[src/rtl/sync_fifo_pkg.sv]
// Shared definitions for the single-clock parametrised FIFO.
// Provides the depth and pointer-width derivations, the legality checks
// for the size and threshold parameters, and the operation encoding the
// occupancy counter decodes.
package sync_fifo_pkg;

  // Accepted-operation encoding: {write accepted, read accepted}
  typedef enum logic [1:0] {
    OP_IDLE = 2'b00,
    OP_RD   = 2'b01,
    OP_WR   = 2'b10,
    OP_BOTH = 2'b11
  } fifo_op_e;

  localparam int ADDR_SIZE_MIN = 2;
  localparam int ADDR_SIZE_MAX = 10;

  function automatic int fifo_depth(input int addr_size);
    return 1 << addr_size;
  endfunction

  // One extra wrap bit above the RAM address bits
  function automatic int ptr_width(input int addr_size);
    return addr_size + 1;
  endfunction

  function automatic bit addr_size_ok(input int addr_size);
    return (addr_size >= ADDR_SIZE_MIN) && (addr_size <= ADDR_SIZE_MAX);
  endfunction

  function automatic bit af_level_ok(input int addr_size, input int af_level);
    return (af_level >= 1) && (af_level <= fifo_depth(addr_size));
  endfunction

  function automatic bit ae_level_ok(input int addr_size, input int ae_level);
    return (ae_level >= 0) && (ae_level <= fifo_depth(addr_size) - 1);
  endfunction

endpackage

[src/rtl/sync_fifo_param_if.sv]
// Handshake/status bundle of the single-clock FIFO.
// master: the block that pushes/pops (drives wr, rd, data_in, clr_err).
// slave : the FIFO itself (drives data, flags, count, error flags).
interface sync_fifo_param_if #(
  parameter int addr_size  = 3,
  parameter int word_width = 8
);
  logic                  wr;
  logic                  rd;
  logic [word_width-1:0] data_in;
  logic                  clr_err;
  logic [word_width-1:0] data_out;
  logic                  full;
  logic                  empty;
  logic                  almost_full;
  logic                  almost_empty;
  logic [addr_size:0]    count;
  logic                  overflow;
  logic                  underflow;

  modport master (
    output wr, rd, data_in, clr_err,
    input  data_out, full, empty, almost_full, almost_empty,
    input  count, overflow, underflow
  );

  modport slave (
    input  wr, rd, data_in, clr_err,
    output data_out, full, empty, almost_full, almost_empty,
    output count, overflow, underflow
  );
endinterface

[src/rtl/sync_fifo_param_ram.sv]
// fifo_ram: DEPTH x word_width storage for the single-clock FIFO.
// Synchronous write on clk, asynchronous read by address. No reset: the
// contents are only meaningful between the FIFO pointers.
// Ports: clk, we_i/waddr_i/wdata_i (write), raddr_i -> rdata_o (read).
module fifo_ram
  import sync_fifo_pkg::*;
#(
  parameter int addr_size  = 3,
  parameter int word_width = 8
) (
  input  logic                  clk,
  input  logic                  we_i,
  input  logic [addr_size-1:0]  waddr_i,
  input  logic [word_width-1:0] wdata_i,
  input  logic [addr_size-1:0]  raddr_i,
  output logic [word_width-1:0] rdata_o
);
  localparam int DEPTH = fifo_depth(addr_size);

  logic [word_width-1:0] mem_q [DEPTH];

  always_ff @(posedge clk) begin
    if (we_i) begin
      mem_q[waddr_i] <= wdata_i;
    end
  end

  assign rdata_o = mem_q[raddr_i];
endmodule

[src/rtl/sync_fifo_param.sv]
// sync_fifo_param: single-clock FIFO with occupancy count, programmable
// almost-full/almost-empty thresholds and sticky overflow/underflow flags.
// Ports: clk, reset_n (async, active low), bus (sync_fifo_param_if.slave:
//   wr, rd, data_in, clr_err in; data_out, full, empty, almost_full,
//   almost_empty, count, overflow, underflow out).
// Build option FIFO_FWFT_EN: when defined, data_out shows the head word
//   combinationally (first-word-fall-through); otherwise data_out is a
//   register loaded on each accepted read and reset to 0.
module sync_fifo_param
  import sync_fifo_pkg::*;
#(
  parameter int addr_size  = 3,
  parameter int word_width = 8,
  parameter int af_level   = (1 << addr_size) - 1,
  parameter int ae_level   = 1
) (
  input  logic             clk,
  input  logic             reset_n,
  sync_fifo_param_if.slave bus
);
  localparam int PW = ptr_width(addr_size);

  logic [PW-1:0]         wr_ptr_q, wr_ptr_d;
  logic [PW-1:0]         rd_ptr_q, rd_ptr_d;
  logic [PW-1:0]         count_q, count_d;
  logic                  ovf_q, ovf_d;
  logic                  udf_q, udf_d;
  logic                  full, empty;
  logic                  wr_acc, rd_acc;
  fifo_op_e              op;
  logic [word_width-1:0] ram_rdata;

  // Wrap bits differ with equal addresses only when a full lap ahead
  assign full  = (wr_ptr_q[PW-1] != rd_ptr_q[PW-1]) &&
                 (wr_ptr_q[addr_size-1:0] == rd_ptr_q[addr_size-1:0]);
  assign empty = (wr_ptr_q == rd_ptr_q);

  assign wr_acc = bus.wr && !full;
  assign rd_acc = bus.rd && !empty;
  assign op     = fifo_op_e'({wr_acc, rd_acc});

  always_comb begin
    wr_ptr_d = wr_acc ? wr_ptr_q + PW'(1) : wr_ptr_q;
    rd_ptr_d = rd_acc ? rd_ptr_q + PW'(1) : rd_ptr_q;
    count_d  = count_q;
    unique case (op)
      OP_WR:   count_d = count_q + PW'(1);
      OP_RD:   count_d = count_q - PW'(1);
      default: count_d = count_q;
    endcase
  end

  // A set request in the same cycle as clr_err keeps the flag set
  always_comb begin
    ovf_d = ovf_q;
    udf_d = udf_q;
    if (bus.wr && full) begin
      ovf_d = 1'b1;
    end else if (bus.clr_err) begin
      ovf_d = 1'b0;
    end
    if (bus.rd && empty) begin
      udf_d = 1'b1;
    end else if (bus.clr_err) begin
      udf_d = 1'b0;
    end
  end

  always_ff @(posedge clk or negedge reset_n) begin
    if (!reset_n) begin
      wr_ptr_q <= '0;
      rd_ptr_q <= '0;
      count_q  <= '0;
      ovf_q    <= 1'b0;
      udf_q    <= 1'b0;
    end else begin
      wr_ptr_q <= wr_ptr_d;
      rd_ptr_q <= rd_ptr_d;
      count_q  <= count_d;
      ovf_q    <= ovf_d;
      udf_q    <= udf_d;
    end
  end

  fifo_ram #(
    .addr_size  (addr_size),
    .word_width (word_width)
  ) u_ram (
    .clk     (clk),
    .we_i    (wr_acc),
    .waddr_i (wr_ptr_q[addr_size-1:0]),
    .wdata_i (bus.data_in),
    .raddr_i (rd_ptr_q[addr_size-1:0]),
    .rdata_o (ram_rdata)
  );

`ifdef FIFO_FWFT_EN
  assign bus.data_out = ram_rdata;
`else
  logic [word_width-1:0] dout_q, dout_d;

  assign dout_d = rd_acc ? ram_rdata : dout_q;

  always_ff @(posedge clk or negedge reset_n) begin
    if (!reset_n) begin
      dout_q <= '0;
    end else begin
      dout_q <= dout_d;
    end
  end

  assign bus.data_out = dout_q;
`endif

  assign bus.full         = full;
  assign bus.empty        = empty;
  assign bus.almost_full  = (count_q >= PW'(af_level));
  assign bus.almost_empty = (count_q <= PW'(ae_level));
  assign bus.count        = count_q;
  assign bus.overflow     = ovf_q;
  assign bus.underflow    = udf_q;

`ifndef SYNTHESIS
  addr_size_legal: assert property (@(posedge clk) addr_size_ok(addr_size))
    else $error("sync_fifo_param: addr_size %0d out of range", addr_size);
  af_level_legal: assert property (@(posedge clk) af_level_ok(addr_size, af_level))
    else $error("sync_fifo_param: af_level %0d out of range", af_level);
  ae_level_legal: assert property (@(posedge clk) ae_level_ok(addr_size, ae_level))
    else $error("sync_fifo_param: ae_level %0d out of range", ae_level);
`endif
endmodule

[src/flat_wrapper.sv]
// flat-port wrapper written by rule: the top's interface ports become plain ports
module sync_fifo_param_flat import sync_fifo_pkg::*;
#(
  parameter int addr_size  = 3,
  parameter int word_width = 8,
  parameter int af_level   = (1 << addr_size) - 1,
  parameter int ae_level   = 1
)
  (clk, reset_n, bus_wr, bus_rd, bus_data_in, bus_clr_err, bus_data_out, bus_full, bus_empty, bus_almost_full, bus_almost_empty, bus_count, bus_overflow, bus_underflow);
  sync_fifo_param_if #(.addr_size(addr_size), .word_width(word_width)) bus_i ();
  input  logic clk;
  input  logic reset_n;
  input wire logic [$bits(bus_i.wr)-1:0] bus_wr;
  input wire logic [$bits(bus_i.rd)-1:0] bus_rd;
  input wire logic [$bits(bus_i.data_in)-1:0] bus_data_in;
  input wire logic [$bits(bus_i.clr_err)-1:0] bus_clr_err;
  output wire logic [$bits(bus_i.data_out)-1:0] bus_data_out;
  output wire logic [$bits(bus_i.full)-1:0] bus_full;
  output wire logic [$bits(bus_i.empty)-1:0] bus_empty;
  output wire logic [$bits(bus_i.almost_full)-1:0] bus_almost_full;
  output wire logic [$bits(bus_i.almost_empty)-1:0] bus_almost_empty;
  output wire logic [$bits(bus_i.count)-1:0] bus_count;
  output wire logic [$bits(bus_i.overflow)-1:0] bus_overflow;
  output wire logic [$bits(bus_i.underflow)-1:0] bus_underflow;
  assign bus_i.wr = bus_wr;
  assign bus_i.rd = bus_rd;
  assign bus_i.data_in = bus_data_in;
  assign bus_i.clr_err = bus_clr_err;
  assign bus_data_out = bus_i.data_out;
  assign bus_full = bus_i.full;
  assign bus_empty = bus_i.empty;
  assign bus_almost_full = bus_i.almost_full;
  assign bus_almost_empty = bus_i.almost_empty;
  assign bus_count = bus_i.count;
  assign bus_overflow = bus_i.overflow;
  assign bus_underflow = bus_i.underflow;
  sync_fifo_param #(.addr_size(addr_size), .word_width(word_width), .af_level(af_level), .ae_level(ae_level)) u_core (.clk(clk), .reset_n(reset_n), .bus(bus_i));
endmodule
[config.mk]
export PLATFORM = sky130hd
export DESIGN_NAME = sync_fifo_param_flat
export DESIGN_NICKNAME = d
export VERILOG_FILES = /design/src/rtl/sync_fifo_pkg.sv /design/src/rtl/sync_fifo_param_if.sv /design/src/rtl/sync_fifo_param_ram.sv /design/src/rtl/sync_fifo_param.sv /design/src/flat_wrapper.sv
export SDC_FILE = /design/constraint.sdc
export NUM_CORES = 1
export LEC_CHECK = 0
export ABC_AREA = 1
export CORE_MARGIN = 1
export CORE_UTILIZATION = 50
export CTS_CLUSTER_SIZE = 30
export DETAILED_ROUTE_END_ITERATION = 8
export GPL_TIMING_DRIVEN = 0
export PLACE_DENSITY = 0.7
export REMOVE_ABC_BUFFERS = 1
export SKIP_CTS_REPAIR_TIMING = 1
export SLEW_MARGIN = 25
export SYNTH_ARGS = -nofsm -noshare
export SYNTH_HDL_FRONTEND = slang
export SYNTH_SLANG_ARGS = --single-unit
[constraint.sdc]
create_clock -name clk -period 1.98 [get_ports clk]
set_input_delay 0.396 -clock clk [delete_from_list [all_inputs] [get_ports clk]]
set_output_delay 0.396 -clock clk [all_outputs]
set_load 0.05 [all_outputs]
# Yosys cells after proc, flatten, opt, wreduce, memory -nomap -nowiden

Memories as Yosys holds them, arrays and structs flattened. A register that Yosys moved wholly into a read port is not among the register bits.
Index checks and enable logic that the tools add are counted.

Flip-flop bits (word level): 14
Latch bits: 0
Memory bits (writable): 64
Bits in read-only memories: 0
Bits of input ports: 13
Output and inout port bits: 18
Logic and storage cells: 34
Memories: 1

$add $sub $neg: 4
Multiply operators: 0
Div/mod/pow operators: 0
Magnitude comparators: 2
Equal/unequal tests: 5
Shift operators: 0
Multiplexer cells: 6
Bitwise gates (word level): 0
Reductions and logical operators: 11

Memory list:

| name               | depth | width | rd ports | clocked after memory_dff | wr ports | RTL line                  | text |
|---|---|---|---|---|---|---|---|
| u_core.u_ram.mem_q | 8     | 8     | 1        | 1                        | 1        | sync_fifo_param_ram.sv:20 | `logic [word_width-1:0] mem_q [DEPTH];` |

Operators with widths:

| cell                                                | count |
|---|---|
| adder 4 x 1 -> 4 bit, second input constant         | 3 |
| one-hot mux 4 bit (2 select lines)                  | 1 |
| nonzero test 2 bit                                  | 3 |
| logical AND 1 bit                                   | 5 |
| 2-to-1 mux 1 bit                                    | 5 |
| equality test 4 bit                                 | 1 |
| >= comparator 4 x 3 -> 1 bit, second input constant | 1 |
| <= comparator 4 x 1 -> 1 bit, second input constant | 1 |
| subtractor 4 x 1 -> 4 bit, second input constant    | 1 |
| equality test 3 bit                                 | 1 |
| zero test 1 bit                                     | 3 |
| equality test 2 x 1 -> 1 bit, second input constant | 1 |
| equality test 2 bit, second input constant          | 1 |
| inequality test 1 bit                               | 1 |

# Longest topological paths before layout

Gate-level depths: netlist of run 1.

Depth in word-level cells: 6
Depth in mapped cells: 14
Mapped depth without buffers: 13

# Hierarchy

From an unflattened synthesis of run 1, not the netlist that was laid out.

Cell total of the unflattened synthesis: 444
Area, all modules: 4,091.4 um^2

By module, submodules not included:

| module          | instances | cells an instance | area each (um^2) | sequential area each (um^2) |
|---|---|---|---|---|
| fifo_ram        | 1         | 295               | 2,890.3          | 1,921.8 |
| sync_fifo_param | 1         | 149               | 1,201.2          | 550.5 |

# Worst setup path before layout of run 1

Ideal clock, no wire load.

Path kind: reg2out
From: register u_core.count_q[0] (netlist: u_core.bus.count[0])
To: output bus_almost_full
Arrival time: 2,069 ps
Required time: 1,584 ps
Setup slack: -485 ps
Cell stages (with the launch flop): 4
Buffers on the path: 0
Cell sequence: dfrtp_1 > ha_1 > inv_1 > o21ai_0

Word-level cells in the longest chain between the ends: 1

RTL lines:

| what                         | RTL line               | text |
|---|---|---|
| start, declared              | sync_fifo_param.sv:25  | `logic [PW-1:0] count_q, count_d;` |
| start signal, assigned       | sync_fifo_param.sv:79  | `count_q <= count_d;` |
| >= comparator 4 x 3 -> 1 bit | sync_fifo_param.sv:117 | `assign bus.almost_full = (count_q >= PW'(af_level));` |
| end, declared                | flat_wrapper.sv:20     | `output wire logic [$bits(bus_i.almost_full)-1:0] bus_almost_full;` |

No other way between the ends.

# Final worst setup path of run 1

From: register u_core.rd_ptr_q[2]
To: memory u_core.u_ram.mem_q[3][0], enable pin

Word-level cells in the longest chain between the ends: 6

RTL lines:

| what                                   | RTL line                  | text |
|---|---|---|
| start, declared                        | sync_fifo_param.sv:24     | `logic [PW-1:0] rd_ptr_q, rd_ptr_d;` |
| start signal, assigned                 | sync_fifo_param.sv:78     | `rd_ptr_q <= rd_ptr_d;` |
| equality test 3 bit                    | sync_fifo_param.sv:35     | `(wr_ptr_q[addr_size-1:0] == rd_ptr_q[addr_size-1:0]);` |
| logical AND 1 bit                      | sync_fifo_param.sv:34     | `assign full = (wr_ptr_q[PW-1] != rd_ptr_q[PW-1]) &&` |
| zero test 1 bit                        | sync_fifo_param.sv:38     | `assign wr_acc = bus.wr && !full;` |
| logical AND 1 bit                      | sync_fifo_param.sv:38     |  |
| 2-to-1 mux 1 bit                       | sync_fifo_param_ram.sv:23 | `if (we_i) begin` |
| 2-to-1 mux 1 bit (implied by the code) | sync_fifo_param_ram.sv:24 | `mem_q[waddr_i] <= wdata_i;` |
| end, declared                          | sync_fifo_param_ram.sv:20 |  |

No other way between the ends.

==> results of run 1 <==
-- final cells by class --
| cell class | count | area (um^2) | area share |
|---|---|---|---|
| clock buffers | 10 | 128 | 0.0250 |
| clock inverters | 6 | 38.8 | 0.00760 |
| inverters | 88 | 353 | 0.0692 |
| multi-input cells | 257 | 1370 | 0.268 |
| flip-flops and latches | 86 | 2490 | 0.487 |
| well taps | 102 | 128 | 0.0250 |
| repair buffers | 63 | 603 | 0.118 |
-- worst max path at each step --
| stage | startpoint | to | depth (start not counted) |
|---|---|---|---|
| after floorplan | u_core.rd_ptr_q[0]$_DFFE_PN0P_ | u_core.bus.count[2]$_DFFE_PN0P_ | 9 |
| after global placement | u_core.rd_ptr_q[1]$_DFFE_PN0P_ | u_core.u_ram.mem_q[6][6]$_DFFE_PP_ | 6 |
| after detailed placement | u_core.rd_ptr_q[1]$_DFFE_PN0P_ | u_core.u_ram.mem_q[6][6]$_DFFE_PP_ | 6 |
| final | u_core.rd_ptr_q[2]$_DFFE_PN0P_ | u_core.u_ram.mem_q[3][0]$_DFFE_PP_ | 9 |
| after global routing | u_core.rd_ptr_q[2]$_DFFE_PN0P_ | bus_full | 6 |
| after CTS | u_core.rd_ptr_q[1]$_DFFE_PN0P_ | bus_full | 6 |
-- critical path, cell delays in order (launching register included) --
cell and delay, ns:
dfrtp_4 0.57, buf_6 0.16, nand2_2 0.07, nand2_4 0.07, nand4_4 0.14, buf_4 0.15, nand2_2 0.11, buf_4 0.19
nor2_4 0.12, buf_12 0.14
-- power by group through the flow --
stage	clock network, uW	logic [uW]	registers [uW]
floorplan	0	1810	3240
global placement	0	3020	2890
detailed placement	0	3080	2910
CTS	1070	3090	2870
global route	1160	4430	2800
finish	1070	4050	2750
-- cells in the mapped netlist, types with 4 or more instances --
master    number
buf_2          9
nand2_2       15
dfrtp_1       22
xor2_1         5
ha_1           6
nand2_4        5
inv_1         81
inv_2          6
nand2_1      153
edfxtp_1      64
nand3_1       45
o21ai_0        4
nor2_1        10
-- cells in the final DEF (no fill, tap or decap), types with 2 or more instances in the layout --
master           synthesis  routed
dfrtp_4                  0       3
clkbuf_8                 0       9
nand2_2                 15      17
xor2_1                   5       5
nand3_1                 45      44
nor2_4                   2      10
dfrtp_2                  0       3
buf_12                   1       2
o21ai_1                  0       2
buf_4                    2      28
xnor2_1                  2       2
clkdlybuf4s50_1          0      18
ha_1                     6       5
nand2_1                153     150
buf_6                    3       4
o22ai_1                  3       3
dfrtp_1                 22      16
buf_2                    9       2
nand2_4                  5       7
clkinvlp_4               0       3
o21ai_0                  4       2
dlymetal6s2s_1           0       7
inv_1                   81      81
edfxtp_1                64      64
buf_8                    0       2
inv_2                    6       4
nor2_1                  10       2
clkinv_1                 0       2
-- sequential cells by signal, summed over array words and instances, names as in the netlist --
| signal | count |
|---|---|
| u_core.bus.count | 4 |
| u_core.bus.data_out | 8 |
| u_core.bus.overflow | 1 |
| u_core.bus.underflow | 1 |
| u_core.rd_ptr_q | 4 |
| u_core.u_ram.mem_q | 64 |
| u_core.wr_ptr_q | 4 |
-- metal layers --
layer  vias up  GRT usage
li1       1498          -
met4         0     0.0987
met2        92      0.350
met3        21     0.0293
met5         -          0
met1      1426      0.238
-- logic make-up after synthesis --
kind of cell / synth area share
simple gates: 0.250
xor+xnor: 0.0187
fa+ha+maj: 0.0181
buf+inv: 0.107
compound gates: 0.0105
flops: 0.595
-- through the flow --
| stage | area [um^2] | utilization | hold slack (ns) |
|---|---|---|---|
| floorplan | 4040 | - | 0.100 |
| global placement | 4470 | 0.567 | 0.466 |
| detailed placement | 4470 | 0.566 | 0.418 |
| CTS | 4630 | 0.587 | 0.0324 |
| global route | 5100 | 0.647 | 0.0417 |
| finish | 5100 | 0.647 | 0.00953 |
==> out/qor.yml, run 1 <==
status: "finished, violations left"
violations: "setup timing"
fin_ws_ns: -0.0408
vias: 3037
r2r-start: "u_core.rd_ptr_q[2]$_DFFE_PN0P_"
core_um2: 7890
clk_latency_ns: 0.36
r2r_slack_ns: -0.04
yosys.area.top_type: "edfxtp_1"
clock.fmax_mhz: 495
cts.path.max_buffers: 2
syn-cell-area_um2: 4160
ios: 31
rr_worst_depth: 9
placed_cells: 562
start_util: 0.527
highest_layer: "met4"
grt_max_degree: 39
combPwrFrac: 0.515
setup_violations: 10
tns_ns: -0.316
path_clk_slew_ns: 0.09
io_buffers: 30
vdd_drop_max_mv: 0.559
maxSlewViolCount: 0
antenna_found_initial: 0
wirelength_um: 9080
pwr-share-seq: 0.350
grt_pass1_vias: 2599
wl_met3_um: 410
switchingPower_uw: 3540
overflow: 0
rsz0062_at_grt: "yes"
grtUsageTotal: 0.199
fillers: 603
tightestPinTransition_ns: 0.545
drtPass1Iterations: 4
cp_data_arrival_time_ns: 2.10
wl_met2_um: 4840
drc_errors: 0
maxSlewHeadroom: 0.636
switching_share: 0.449
synthTopCellsByArea: "edfxtp_1, nand2_1, dfrtp_1"
period_minus_slack_ns: 2.02
power_density_nw_per_um2: 1540
yosys.area.top_type_share: 0.463
final_cells: 612
vias_per_cell: 4.96
layout.nets: 524
startpoint_type: "flop"
dp_hpwl_um: 4740
drt_iter0_drc: 209
place_ws_ns: -1.15
clkPwrFrac: 0.136
antenna_left: 0
syn2layout_area_growth_pct: 22.8
hold_class: "input pin to asynchronous set/reset pin"
power_uw: 7870
hold_viol_final: 0
synth_edf_count: 64
gp_congestion: 0.768
grt_pass1_wl_um: 12600
async_flop_share: 0.256
die_x_um: 93.2
wl_met1_um: 3610
htree_levels: 3
fin_skew_ns: 0.00894
synth_area_per_cell_um2: 9.34
seq_area_frac_synth: 0.595
internal_power_uw: 4330
die_area_um2: 8680
n_antenna_cell: 0
final_layout_size_suffix_gt1_frac: 0.202
row_count: 32
cts_tree: "yes"
ys_types: 26
finalCritPeriodShare: 1.02
ys.flop_type: "edfxtp_1"
crit_fanout: 8
syn_inst: 445
crit_path_end_kind: "flop"
yosys_register_bits: 86
drv_cap: 0
post_drt_wl_per_cell_um: 14.8
p_leak_uw: 0.00245
critPathKind: "flop to flop"
cts_inserted_buffers: 9
r2r-end: "u_core.u_ram.mem_q[3][0]$_DFFE_PP_"
fp.dieH_um: 93.2
clock_sinks: 86
synth_warnings: 0
cp.required_ns: 2.06
cts_root_buf: "clkbuf_8"
Note: power is estimated with default switching activity, not from simulation.
==> run 2, diff against run 1 <==
--- a/config.mk
+++ b/config.mk
@@ -12,4 +12,4 @@
 export DETAILED_ROUTE_END_ITERATION = 8
+export DONT_BUFFER_PORTS = 1
 export GPL_TIMING_DRIVEN = 0
-export PLACE_DENSITY = 0.7
 export REMOVE_ABC_BUFFERS = 1
==> constraint.sdc (replaced) <==
create_clock -name clk -period 2.2 [get_ports clk]
set_input_delay 0.44 -clock clk [delete_from_list [all_inputs] [get_ports clk]]
set_output_delay 0.44 -clock clk [all_outputs]
set_load 0.02 [all_outputs]
==> run 2 against run 1 <==
  * The run now ends clean
  * Non-clock buffer count shrank 45
  * Sequential power fell by 3%
  * Combinational power fell by 39%
  * Critical endpoint is now u_core.u_ram.mem_q[5][4]$_DFFE_PP_
  * Largest cell class unchanged
  * Highest routed layer unchanged
==> out/qor.yml, run 2 (same netlist as run 1, synthesis figures left out) <==
clock.fmax_mhz: 479  # was 495 MHz
cts_root_buf: "clkbuf_8"  # unchanged
largest_reg_flops: 64  # unchanged
maxSlewHeadroom: 0.416  # was 0.636
clk_latency_ns: 0.35  # was 0.36 ns
vias_per_cell: 4.93  # was 4.96
multi_input_area_um2: 1320  # was 1370 um^2
drv_cap: 0  # unchanged
final_cells: 566  # was 612
internal_power_uw: 3450  # was 4330 uW
whs_ns: 0.183  # was 0.00953 ns
finalCritPeriodShare: 0.948  # was 1.02
clkPwrFrac: 0.154  # was 0.136
drtPass1Iterations: 4  # unchanged
syn2layout_area_growth_pct: 10.9  # was 22.8%
ios: 31  # unchanged
antenna_found_initial: 0  # unchanged
p_leak_uw: 0.00217  # was 0.00245 uW
cts_tree: "yes"  # unchanged
combPwrFrac: 0.405  # was 0.515
fin_skew_ns: 0.0128  # was 0.00894 ns
switchingPower_uw: 2620  # was 3540 uW
drt_iter0_drc: 152  # was 209
overflow: 0  # unchanged
cp_data_arrival_time_ns: 2.05  # was 2.10 ns
crit_fanout: 17  # was 8
vias: 2791  # was 3037
start_util: 0.527  # unchanged
final_layout_size_suffix_gt1_frac: 0.164  # was 0.202
path_clk_slew_ns: 0.09  # about the same
cts_inserted_buffers: 9  # unchanged
antenna_left: 0  # unchanged
post_drt_wl_per_cell_um: 15.2  # was 14.8 um
layout.nets: 478  # was 524
maxSlewViolCount: 0  # unchanged
cts.path.max_buffers: 2  # unchanged
power_density_nw_per_um2: 1320  # was 1540 nW/um^2
drc_errors: 0  # unchanged
grt_max_degree: 39  # unchanged
gp_congestion: 0.776  # was 0.768
row_count: 32  # unchanged
cp.required_ns: 2.17  # was 2.06 ns
largest_register: "u_core.u_ram.mem_q"  # unchanged
vdd_drop_max_mv: 0.609  # was 0.559 mV
status: "completed"  # was finished, violations left
die_area_um2: 8680  # unchanged
critPathKind: "flop to flop"  # unchanged
grt_pass1_wl_um: 13100  # was 12600 um
grtUsageTotal: 0.206  # was 0.199
switching_share: 0.432  # was 0.449
dp_hpwl_um: 4880  # was 4740 um
pwr-share-seq: 0.440  # was 0.350
crit_path_end_kind: "flop"  # unchanged
placed_cells: 532  # was 562
rsz0062_at_grt: "no"  # was yes
wirelength_um: 8620  # was 9080 um
hold_viol_final: 0  # unchanged
layout_common_cells: "nand2_1, inv_1, edfxtp_1, nand3_1, dfrtp_1"  # was nand2_1, inv_1, edfxtp_1, nand3_1, buf_4
die_x_um: 93.2  # unchanged
htree_levels: 3  # unchanged
startpoint_type: "flop"  # unchanged
clock_sinks: 86  # unchanged
hold_class: "input pin to flop"  # was input pin to asynchronous set/reset pin
fillers: 666  # was 603
grt_pass1_vias: 2670  # was 2599
core_um2: 7890  # unchanged
final_common_cell: "nand2_1"  # unchanged
tightestPinTransition_ns: 0.873  # was 0.545 ns
fp.dieH_um: 93.2  # unchanged
n_antenna_cell: 0  # unchanged
period_minus_slack_ns: 2.09  # was 2.02 ns
register_area_um2: 2490  # about the same
io_buffers: 0  # was 30
setup_violations: 0  # was 10
run 2: changes by cell type in the layout (fill, tap and decap cells not counted), sizes merged:
cell	delta
buf	-22
clkbuf	+3
clkdlybuf4s50	-18
clkinv	-1
clkinvlp	-1
dlygate4sd3	+1
dlymetal6s2s	-7
nand2	-1
run 2: worst paths after layout:
path                                                     start                                 end  slack [ns]  cells after the start
max in group asynchronous                              reset_n      u_core.rd_ptr_q[0]$_DFFE_PN0P_        1.51                      2
worst max-delay path            u_core.rd_ptr_q[1]$_DFFE_PN0P_  u_core.u_ram.mem_q[5][4]$_DFFE_PP_        0.11                      6
worst min register to register  u_core.wr_ptr_q[3]$_DFFE_PN0P_      u_core.wr_ptr_q[3]$_DFFE_PN0P_        0.53                      2
min in group asynchronous                              reset_n  u_core.bus.data_out[2]$_DFFE_PN0P_        0.51                      2
worst min-delay path                            bus_data_in[2]  u_core.u_ram.mem_q[3][2]$_DFFE_PP_        0.18                      0
worst max register to register  u_core.rd_ptr_q[1]$_DFFE_PN0P_  u_core.u_ram.mem_q[5][4]$_DFFE_PP_        0.11                      6
run 2: power by group through the flow:
stage                     registers, uW  logic [uW]  clock network, uW
after floorplan                    2640        1560                  0
after global placement             2790        1890                  0
after detailed placement           2810        1940                  0
after CTS                          2770        1950                962
after global routing               2730        2780               1020
final                              2670        2460                938
run 2: metal layers:
metal,share of wire,up-vias,global-route usage
li1,-,1411,-
met1,0.43,1307,0.265
met2,0.51,59,0.341
met3,0.047,14,0.0374
met4,0.018,0,0.0885
met5,0,-,0
run 2: worst max-delay path, stage by stage, from the launching register on:
cell and delay [ns]:
dfrtp_4 0.51, clkinv_8 0.13, nand2_2 0.10, nand2_4 0.06, nand4_4 0.14, nand2_4 0.10
nor2_1 0.67
run 2: per-stage QoR:
step / setup WS (ns) / TNS [ns] / util / power (uW) / cell area (um^2)
after floorplan: -0.225 / -0.332 / - / 4200 / 4040
after global placement: -0.973 / -64.24 / 0.529 / 4690 / 4170
after detailed placement: -0.957 / -57.84 / 0.529 / 4750 / 4170
after CTS: -0.963 / -58.84 / 0.549 / 5680 / 4330
after global routing: 0.00188 / 0 / 0.584 / 6540 / 4610
final: 0.114 / 0 / 0.584 / 6070 / 4610
run 2: final cells by class:
class,instances,area share
Sequential cell,86,0.540
Multi-Input combinational cell,256,0.286
Inverter,88,0.0760
Timing Repair Buffer,18,0.0364
Clock buffer,12,0.0293
Tap cell,102,0.0277
Clock inverter,4,0.00543
==> run 3, diff against run 2 <==
- ABC_CLOCK_PERIOD_IN_PS: unset -> 2080
- clock period: 2.2 -> 2.08 ns (I/O delays scaled with it)
==> run 3 against run 2 <==
  * Worst setup slack better by 0.0032 ns
  * Critical endpoint is now u_core.bus.count[3]$_DFFE_PN0P_
  * Power is 8.1% higher
  * Final area is 1.5% higher
  * Largest cell class unchanged
  * Flip-flop and latch count stayed put
  * Sequential share of layout area is 0.77 points lower
  * Cell count is 1.2% higher
  * Critical path depth is 6 higher
  * Highest routed layer unchanged
  * Non-clock buffer count is 7 higher
  * Combinational power is 12% higher
  * Maximum frequency is 6.3% higher
  * Sequential power is 5% higher
  * Clock skew hardly changed
==> out/qor.yml, run 3 (same netlist as run 1, synthesis figures left out) <==
rsz0062_at_grt: "yes"  # was no
power_density_nw_per_um2: 1400  # was 1320 nW/um^2
row_count: 32  # unchanged
final_cells: 573  # was 566
period_minus_slack_ns: 1.96  # was 2.09 ns
layout_common_cells: "nand2_1, inv_1, edfxtp_1, nand3_1, buf_4"  # was nand2_1, inv_1, edfxtp_1, nand3_1, dfrtp_1
core_um2: 7890  # unchanged
fp.dieH_um: 93.2  # unchanged
setup_violations: 0  # unchanged
grt_pass1_vias: 2670  # unchanged
start_util: 0.527  # unchanged
crit_fanout: 9  # was 17
final_layout_size_suffix_gt1_frac: 0.180  # was 0.164
die_x_um: 93.2  # unchanged
drv_cap: 0  # unchanged
overflow: 0  # unchanged
drt_iter0_drc: 176  # was 152
final_common_cell: "nand2_1"  # unchanged
grt_max_degree: 39  # unchanged
fin_skew_ns: 0.0126  # was 0.0128 ns
io_buffers: 0  # unchanged
grt_pass1_wl_um: 13100  # unchanged
hold_viol_final: 0  # unchanged
p_leak_uw: 0.00221  # was 0.00217 uW
cp.required_ns: 2.35  # was 2.17 ns
vdd_drop_max_mv: 0.650  # was 0.609 mV
layout.nets: 485  # was 478
cts_tree: "yes"  # unchanged
die_area_um2: 8680  # unchanged
n_antenna_cell: 0  # unchanged
vias_per_cell: 4.93  # about the same
clock_sinks: 86  # unchanged
cts_root_buf: "clkbuf_8"  # unchanged
grtUsageTotal: 0.206  # unchanged
hold_depth: 0  # unchanged
status: "completed"  # unchanged
path_clk_slew_ns: 0.09  # about the same
clock.fmax_mhz: 510  # was 479 MHz
syn2layout_area_growth_pct: 12.6  # was 10.9%
maxSlewViolCount: 0  # unchanged
dp_hpwl_um: 4880  # unchanged
finalCritPeriodShare: 0.943  # was 0.948
wirelength_um: 8700  # was 8620 um
largest_register: "u_core.u_ram.mem_q"  # unchanged
startpoint_type: "flop"  # unchanged
post_drt_wl_per_cell_um: 15.2  # about the same
final_area_um2: 4680  # was 4610 um^2
drtPass1Iterations: 4  # unchanged
drc_errors: 0  # unchanged
largest_reg_flops: 64  # unchanged
cp_data_arrival_time_ns: 2.23  # was 2.05 ns
r2r_slack_ns: 0.12  # was 0.11 ns
maxSlewHeadroom: 0.562  # was 0.416
power_uw: 6560  # was 6070 uW
place_area_um2: 4170  # unchanged
vias: 2827  # was 2791
tns_ns: 0  # unchanged
htree_levels: 3  # unchanged
fillers: 659  # was 666
crit_path_end_kind: "flop"  # unchanged
cts_inserted_buffers: 9  # unchanged
cts.path.max_buffers: 2  # unchanged
critPathKind: "flop to flop"  # unchanged
tightestPinTransition_ns: 0.657  # was 0.873 ns
fin_util: 0.593  # was 0.584
antenna_left: 0  # unchanged
clk_latency_ns: 0.34  # was 0.35 ns
gp_congestion: 0.776  # unchanged
antenna_found_initial: 0  # unchanged
rr_worst_depth: 12  # was 6
hold_class: "input pin to flop"  # unchanged
placed_cells: 532  # unchanged
ios: 31  # unchanged
## run 3: area by class of cell
| class | instances | area, um^2 | area share |
|---|---|---|---|
| sequential | 86 | 2490 | 0.532 |
| multi-input combinational | 256 | 1330 | 0.284 |
| inverter | 88 | 353 | 0.0754 |
| timing repair buffer | 25 | 220 | 0.0471 |
| clock buffer | 12 | 135 | 0.0289 |
| tap | 102 | 128 | 0.0273 |
| clock inverter | 4 | 25.0 | 0.00535 |
## run 3: final timing paths
path                                                start                                  to
setup / recovery           u_core.rd_ptr_q[2]$_DFFE_PN0P_     u_core.bus.count[3]$_DFFE_PN0P_
hold / removal                             bus_data_in[2]  u_core.u_ram.mem_q[3][2]$_DFFE_PP_
setup reg to reg           u_core.rd_ptr_q[2]$_DFFE_PN0P_     u_core.bus.count[3]$_DFFE_PN0P_
hold reg to reg            u_core.wr_ptr_q[3]$_DFFE_PN0P_      u_core.wr_ptr_q[3]$_DFFE_PN0P_
max in group asynchronous                         reset_n      u_core.rd_ptr_q[1]$_DFFE_PN0P_
min in group asynchronous                         reset_n  u_core.bus.data_out[1]$_DFFE_PN0P_
## run 3: worst max-delay path: stages (launching register included)
cell and delay (ns):
dfrtp_4 0.54, inv_8 0.12, nand2_1 0.07, nand2_2 0.10
nand4_4 0.16, nand2_4 0.18, ha_4 0.17, inv_1 0.06
o21ai_0 0.20, nand3_1 0.11, nand2_1 0.07, nand2_1 0.04
inv_1 0.07
## run 3: where the power goes
group          switching (uW)  internal [uW]  total, uW
clock network             567            432        999
registers                 543           2260       2810
logic                    1710           1050       2760
total                    2820           3740       6560
## run 3: metrics by stage
stage	hold slack (ns)	setup WS, ns
2_1_floorplan	0.120	-0.345
3_3_place_gp	0.121	-1.09
3_5_place_dp	0.121	-1.08
4_1_cts	-0.262	-1.08
5_1_grt	0.137	-0.0365
6_report	0.160	0.118
## run 3: routing by layer
metal,global-route usage,share of wire,vias up
li1,-,-,1421
met1,0.265,0.44,1327
met4,0.0885,0.020,0
met5,0,0,-
met3,0.0374,0.038,17
met2,0.341,0.50,62
